File: config.mk
export PLATFORM = sky130hd
export DESIGN_NAME = mmio_uart_tx
export DESIGN_NICKNAME = d
export VERILOG_FILES = /design/src/rtl/mmio_uart_tx.sv
export SDC_FILE = /design/constraint.sdc
export NUM_CORES = 1
export LEC_CHECK = 0
export BUFFER_PORTS_ARGS = -buffer_cell sky130_fd_sc_hd__buf_2
export CAP_MARGIN = 0
export CORE_ASPECT_RATIO = 0.9
export CORE_MARGIN = 4
export CORE_UTILIZATION = 54
export CTS_BUF_LIST = sky130_fd_sc_hd__clkbuf_4 sky130_fd_sc_hd__clkbuf_8 sky130_fd_sc_hd__clkbuf_16
export DETAILED_ROUTE_END_ITERATION = 12
export PLACE_DENSITY_LB_ADDON = 0.15
export SYNTH_ARGS = -nofsm -noshare
export SYNTH_HDL_FRONTEND = slang
export SYNTH_SLANG_ARGS = --single-unit
File: constraint.sdc
create_clock -name clk -period 3.4 [get_ports clk]
set_input_delay 0.85 -clock clk [delete_from_list [all_inputs] [get_ports clk]]
set_output_delay 0.85 -clock clk [all_outputs]
set_load 0.01 [all_outputs]
File: src/rtl/mmio_uart_tx.sv
// Memory-mapped 8N1 UART transmitter with a TX FIFO, sitting on the core's
// single-port memory bus next to main RAM. Four word registers: DATA,
// STATUS, BAUD_DIV and CTRL.
module mmio_uart_tx #(
  parameter int FIFO_DEPTH  = 16,
  parameter int DIV_W       = 16,
  parameter int DEFAULT_DIV = 868
) (
  input  logic        clk,
  input  logic        rst,
  input  logic        ena,
  input  logic        sel,
  input  logic [3:0]  addr,
  input  logic        wr_ena,
  input  logic [31:0] wr_data,
  output logic [31:0] rd_data,
  output logic        tx,
  output logic        irq
);

  localparam int AW = $clog2(FIFO_DEPTH);
  localparam int CW = AW + 1;

  localparam logic [1:0] REG_DATA   = 2'd0;
  localparam logic [1:0] REG_STATUS = 2'd1;
  localparam logic [1:0] REG_BAUD   = 2'd2;
  localparam logic [1:0] REG_CTRL   = 2'd3;

  typedef enum logic [1:0] {
    S_IDLE  = 2'd0,
    S_START = 2'd1,
    S_DATA  = 2'd2,
    S_STOP  = 2'd3
  } state_t;

  // FIFO storage and bookkeeping
  logic [7:0]       r_mem [FIFO_DEPTH];
  logic [AW-1:0]    r_wptr;
  logic [AW-1:0]    r_rptr;
  logic [CW-1:0]    r_count;
  logic             r_ovf;

  // Control registers
  logic [DIV_W-1:0] r_baud;
  logic             r_tx_en;
  logic             r_irq_en;

  // Serializer
  state_t           r_state;
  logic [DIV_W-1:0] r_reload;
  logic [DIV_W-1:0] r_cnt;
  logic [7:0]       r_shift;
  logic [2:0]       r_bit;
  logic             r_tx;
  logic             r_irq;

  logic             w_wr;
  logic [1:0]       w_reg;
  logic             w_push;
  logic             w_push_ok;
  logic             w_pop;
  logic             w_empty;
  logic             w_full;
  logic             w_busy;
  logic             w_tick;
  logic             w_start_ok;
  logic [7:0]       w_head;
  logic [7:0]       w_cnt8;
  logic             w_unused;

  assign w_wr       = sel & wr_ena & ena;
  assign w_reg      = addr[3:2];
  assign w_empty    = (r_count == '0);
  assign w_full     = (r_count == CW'(FIFO_DEPTH));
  assign w_busy     = (r_state != S_IDLE) | ~w_empty;
  assign w_tick     = (r_cnt == '0);
  assign w_head     = r_mem[r_rptr];
  assign w_cnt8     = 8'(r_count);

  // Push/pop contract: the bus pushes whenever it writes DATA (no back-pressure;
  // a push into a full FIFO is dropped and flagged unless a pop frees a slot in
  // the same cycle), and the serializer pops only when the FIFO is non-empty.
  assign w_push     = w_wr & (w_reg == REG_DATA);
  assign w_start_ok = r_tx_en & ~w_empty;
  assign w_pop      = w_start_ok &
                      ((r_state == S_IDLE) | ((r_state == S_STOP) & w_tick));
  assign w_push_ok  = w_push & (~w_full | w_pop);

  // Address bits [1:0] are never decoded and only part of wr_data is stored.
  assign w_unused   = ^{addr[1:0], wr_data};

  // FIFO payload; contents need no reset because the pointers define validity.
  always_ff @(posedge clk) begin
    if (w_push_ok) begin
      r_mem[r_wptr] <= wr_data[7:0];
    end
  end

  // FIFO pointers, occupancy and the sticky overflow flag.
  always_ff @(posedge clk) begin
    if (rst) begin
      r_wptr  <= '0;
      r_rptr  <= '0;
      r_count <= '0;
      r_ovf   <= 1'b0;
    end else begin
      if (w_push_ok) begin
        r_wptr <= r_wptr + AW'(1);
      end
      if (w_pop) begin
        r_rptr <= r_rptr + AW'(1);
      end
      case ({w_push_ok, w_pop})
        2'b10:   r_count <= r_count + CW'(1);
        2'b01:   r_count <= r_count - CW'(1);
        default: r_count <= r_count;
      endcase
      if (w_push & w_full & ~w_pop) begin
        r_ovf <= 1'b1;
      end else if (w_wr & (w_reg == REG_STATUS) & wr_data[3]) begin
        r_ovf <= 1'b0;
      end
    end
  end

  // BAUD_DIV and CTRL register writes.
  always_ff @(posedge clk) begin
    if (rst) begin
      r_baud   <= DIV_W'(DEFAULT_DIV);
      r_tx_en  <= 1'b0;
      r_irq_en <= 1'b0;
    end else if (w_wr) begin
      if (w_reg == REG_BAUD) begin
        r_baud <= wr_data[DIV_W-1:0];
      end
      if (w_reg == REG_CTRL) begin
        r_tx_en  <= wr_data[0];
        r_irq_en <= wr_data[1];
      end
    end
  end

  // Serializer FSM: start bit, eight data bits LSB first, stop bit. Each bit
  // lasts r_reload+1 cycles; r_reload is captured at frame start so divisor
  // writes never disturb a frame in flight. tx is registered alongside state.
  always_ff @(posedge clk) begin
    if (rst) begin
      r_state  <= S_IDLE;
      r_reload <= '0;
      r_cnt    <= '0;
      r_shift  <= '0;
      r_bit    <= '0;
      r_tx     <= 1'b1;
    end else begin
      case (r_state)
        S_IDLE: begin
          if (w_pop) begin
            r_shift  <= w_head;
            r_reload <= r_baud;
            r_cnt    <= r_baud;
            r_tx     <= 1'b0;
            r_state  <= S_START;
          end else begin
            r_tx <= 1'b1;
          end
        end
        S_START: begin
          if (w_tick) begin
            r_cnt   <= r_reload;
            r_bit   <= '0;
            r_tx    <= r_shift[0];
            r_state <= S_DATA;
          end else begin
            r_cnt <= r_cnt - DIV_W'(1);
          end
        end
        S_DATA: begin
          if (w_tick) begin
            r_cnt <= r_reload;
            if (r_bit == 3'd7) begin
              r_tx    <= 1'b1;
              r_state <= S_STOP;
            end else begin
              r_shift <= {1'b0, r_shift[7:1]};
              r_tx    <= r_shift[1];
              r_bit   <= r_bit + 3'd1;
            end
          end else begin
            r_cnt <= r_cnt - DIV_W'(1);
          end
        end
        S_STOP: begin
          if (w_tick) begin
            if (w_pop) begin
              // Chain straight into the next frame with no idle gap.
              r_shift  <= w_head;
              r_reload <= r_baud;
              r_cnt    <= r_baud;
              r_tx     <= 1'b0;
              r_state  <= S_START;
            end else begin
              r_tx    <= 1'b1;
              r_state <= S_IDLE;
            end
          end else begin
            r_cnt <= r_cnt - DIV_W'(1);
          end
        end
        default: begin
          r_tx    <= 1'b1;
          r_state <= S_IDLE;
        end
      endcase
    end
  end

  // Interrupt: transmitter fully drained and enabled to signal it.
  always_ff @(posedge clk) begin
    if (rst) begin
      r_irq <= 1'b0;
    end else begin
      r_irq <= r_irq_en & w_empty & (r_state == S_IDLE);
    end
  end

  // Combinational read mux; zero when not selected so responders can be ORed.
  always_comb begin
    rd_data = '0;
    if (sel) begin
      case (w_reg)
        REG_STATUS: rd_data = {16'h0000, w_cnt8, 4'h0, r_ovf, w_empty, w_full, w_busy};
        REG_BAUD:   rd_data = 32'(r_baud);
        REG_CTRL:   rd_data = {30'h0, r_irq_en, r_tx_en};
        default:    rd_data = '0;
      endcase
    end
  end

  assign tx  = r_tx;
  assign irq = r_irq;

endmodule

==> results.md <==
- The run finished with clean final reports.
- The path type of the worst setup path is reg -> out.
- The cell accounting for the most synthesized area is sky130_fd_sc_hd__edfxtp_1.
- The post-cts repair resize count is 0.
- Counting instances in the post-synthesis netlist gives the leading cell types as 128 x sky130_fd_sc_hd__edfxtp_1, 83 x sky130_fd_sc_hd__dfxtp_1, 65 x sky130_fd_sc_hd__nor2_1.
- The detailed router put a total of 10.2 mm of wire on met1.
- The via count of the first global-routing pass came to 6208.
- The number of buffers inserted by post-CTS setup repair is 0.
- For this run, the share of the core covered by cells in the final layout is 0.631.
- For the pin with the worst max-slew slack, the measured transition is 0.910 ns.
- The summed instance area of the synthesized netlist is 9470 µm².
- The arrival time at the worst endpoint is 2.22 ns.
- Counting cells, the worst reg-to-reg path comes to 9.
- In this run the static leakage power is 3.98 nW.
- Dividing the final minimum period by the clock period gives 0.904.
- In the detailed route, the total length drawn on met2 is 10.4 mm.
- The count of flip-flops with a built-in enable after synthesis is 128.
- The worst reg2reg path startpoint is r_count[0]$_SDFFE_PP0P_.
- The width of the die is 148 µm.
- The initial antenna violation count is 0.
- The count of H-tree levels built during CTS is 1.
- The growth of design area from synthesis to finish is 13.7%.
- The gate count after technology mapping is 774.
- Of all nets on the critical path, the largest fanout is 7.
- The async set or reset register ratio after synthesis is 0.
- The final layout net count is 882.
- The average wire per standard cell is 20.7 µm.
- Before antenna repair, the detailed router went through 5 iterations.
- For this run, the slowest stage of the critical path takes 0.57 ns.
- The number of routed nets with antenna violations is 0.
- The placed instance area is 9980 µm².
- The minimum period implied by the final worst setup slack is 3.07 ns.
- The least setup slack across all paths after layout is 0.328 ns.
- Buffers inserted during clock tree synthesis total 23.
- Yosys instantiated no cell more often than sky130_fd_sc_hd__edfxtp_1.
- The clock sink total is 211.
- The setup check on the worst reg-to-reg path leaves a slack of 0.41 ns.
- At the later pin of the worst-skew pair, clock insertion delay measures 0.52 ns.
- After detailed routing, no signal wire sits above met4.
- By area the synthesized netlist is led by sky130_fd_sc_hd__edfxtp_1 41%, sky130_fd_sc_hd__dfxtp_1 18%, sky130_fd_sc_hd__mux4_2 7.6%.
- The classification of the worst-slack hold path is reg -> reg.
- The number of buffers inserted by port buffering is 40.
- The number of inserted diodes is 0.
- After detailed routing, the number of remaining DRC violations is 0.
- The root buffer selected by CTS is sky130_fd_sc_hd__clkbuf_16.
- The endpoint type of the worst setup path is an output pin.
- Across the VDD grid, the largest voltage drop is 570 µV.
- The Yosys step of the flow raised 0 warnings.
- The register area share after synthesis is 0.581.
- The overall overflow remaining after global route is 0.
- The HPWL reported at the end of detailed placement is 15.1 mm.
- TritonCTS built the clock tree.
- The final setup TNS is 0 ns.
- Synthesis instantiated 64 different standard cells from the library.
- The average cell area after synthesis is 12.2 µm².
- The total length of routed met3 wires is 1.27 mm.
- The number of setup violations in the final report is 0.
- The type of origin of the critical path is a register.
- The signal on the critical path passes through nor3_1, nand3_1, o211ai_1, a21boi_0, buf_2.
- The most critical setup path has its endpoint at rd_data[0].
- Entering global routing, the biggest net connects 37 pins.
- The count of endpoints failing hold in the final timing report is 0.
- The buffer depth of the longest clock path is 3.
- From bottom edge to top edge, the die measures 134 µm.
- The site row count is 45.
- The top-area cell type share of the netlist area is 0.406.
- The via count of the routed design is 6473.
- The max capacitance violation total is 0.
- Summing all non-filler instances in the final layout gives an area of 10800 µm².
- The fill cell instance count of the final layout is 1358.
- The final wirelength is 22.4 mm.
- After floorplanning, the core was sized to cover 17100 µm².
- The number of max-slew violations in the final report is 0.
- The number of primary I/O pins is 75.
- The start point of the critical path is r_count[0]$_SDFFE_PP0P_.
- For this block, the initial DRC count from the detailed router was 640.
- The capture instance of the worst register-to-register path is r_count[2]$_SDFFE_PP0P_.
- The worst pin sits at a relative slew slack of 0.393.
- The die footprint is 19700 µm².
- The post-detailed-route via-to-cell ratio is 6.00.
- The first global-routing pass estimated 35.1 mm of wire.
- The total global routing track utilization is 0.227.
- The slowest stage of the critical path belongs to the cell sky130_fd_sc_hd__nor3_1.
- Timing analysis after detailed placement gives a worst setup slack of 0.329 ns.
- After clock tree synthesis, the clock-pin slew on the worst setup and hold paths is 0.06 ns.
- In the synthesized netlist the dominant register cell turns out to be sky130_fd_sc_hd__edfxtp_1.
- Routability-driven placement finished with a final weighted congestion of 0.893.
- For the worst setup path, the data required time is 2.55 ns.
- The flop and latch count out of synthesis is 211.
- The power density over the cells is 500 nW/µm².
- The share of post-route cells with drive strength above 1 is 0.194.
- Based on the critical path, the design can be clocked at up to 0.325 GHz.
- The starting utilization of the core area is 0.555.
- The clock skew is 0.0132 ns.
- The worst hold margin is 0.463 ns.
- Hold repair after CTS inserted 0 buffers.
- Setup repair after global routing left no endpoint under its margin.
==> registers in the layout, indices dropped and copies added (netlist names), named ones only <==
signal	flops
r_shift	8
irq	1
r_mem	128
tx	1
r_tx_en	1
r_irq_en	1
r_rptr	4
r_wptr	4
r_cnt	16
r_state	2
r_ovf	1
r_reload	16
r_bit	3
r_baud	16
r_count	5
==> how the worst min path moves through the flow <==
stage | end | depth (start not counted) | startpoint | slack [ns]
CTS | tx$_SDFFE_PP1P_ | 2 | tx$_SDFFE_PP1P_ | 0.47
finish | tx$_SDFFE_PP1P_ | 2 | tx$_SDFFE_PP1P_ | 0.46
detailed placement | tx$_SDFFE_PP1P_ | 2 | tx$_SDFFE_PP1P_ | 0.45
global route | r_bit[2]$_SDFFE_PP0P_ | 2 | r_bit[2]$_SDFFE_PP0P_ | 0.49
global placement | r_bit[1]$_SDFFE_PP0P_ | 2 | r_bit[1]$_SDFFE_PP0P_ | 0.44
floorplan | r_bit[1]$_SDFFE_PP0P_ | 2 | r_bit[1]$_SDFFE_PP0P_ | 0.44
==> final cells by class <==
class	count	area, µm²	area share
Multi-Input combinational cell	507	3670	0.341
Tap cell	235	294	0.0273
Inverter	8	30.0	0.00279
Clock buffer	32	643	0.0597
Clock inverter	10	141	0.0131
Sequential cell	211	5510	0.511
Timing Repair Buffer	76	483	0.0449
==> layout by cell type, fill, tap and decap left out, drive strengths merged, types with 5 or more instances in the layout <==
| master | n |
|---|---|
| a211oi | 15 |
| a21oi | 36 |
| a22oi | 10 |
| and2 | 6 |
| and3 | 9 |
| buf | 76 |
| clkbuf | 32 |
| clkinv | 5 |
| conb | 16 |
| dfxtp | 83 |
| edfxtp | 128 |
| ha | 14 |
| inv | 10 |
| mux2i | 37 |
| mux4 | 32 |
| nand2 | 62 |
| nand2b | 8 |
| nand3 | 12 |
| nand3b | 5 |
| nand4 | 6 |
| nor2 | 65 |
| nor2b | 14 |
| nor3 | 24 |
| o211ai | 7 |
| o21ai | 34 |
| o22ai | 14 |
| o32ai | 5 |
| or2 | 5 |
| or3 | 9 |
| xnor2 | 11 |
| xor2 | 11 |
==> layer usage <==
metal / vias up / GRT usage
met2: 209 / 0.350
met3: 39 / 0.0333
met5: - / 0
met4: 0 / 0.0564
met1: 3250 / 0.340
li1: 2975 / -
==> kinds of logic (layout without fill, tap and decap cells) <==
logic type                 Yosys count  after routing  synth area share
AOI/OAI and AO/OA                  145            145            0.0988
xor gates and xnor gates            22             22            0.0203
adders and majority gates           14             14            0.0185
buffers and inverters               71            126            0.0374
DFF                                211            211             0.581
muxes                               73             73             0.120
other                                1             16          0.000396
and+or+nand+nor                    237            237             0.123
==> through the flow <==
step / instances / power [mW]
CTS: 1079 / 5.43
detailed placement: 1037 / 2.89
floorplan: 789 / 2.84
global route: 1079 / 5.54
global placement: 1037 / 2.89
finish: 1079 / 5.39
==> worst max-delay path, delay by kind of cell (launching register included) <==
family                 cells  cell delay [ns]
AOI/OAI and AO/OA          2             0.33
buffers and inverters      1             0.15
and+or+nand+nor            2             0.83
DFF                        1             0.38
==> report_power, final <==
part	switching, mW	total [mW]	internal (mW)
clock	0.985	2.55	1.56
combinational	0.0848	0.117	0.0324
sequential	0.00755	2.72	2.71
total	1.08	5.39	4.31
Power figures use the tool's default switching activity.
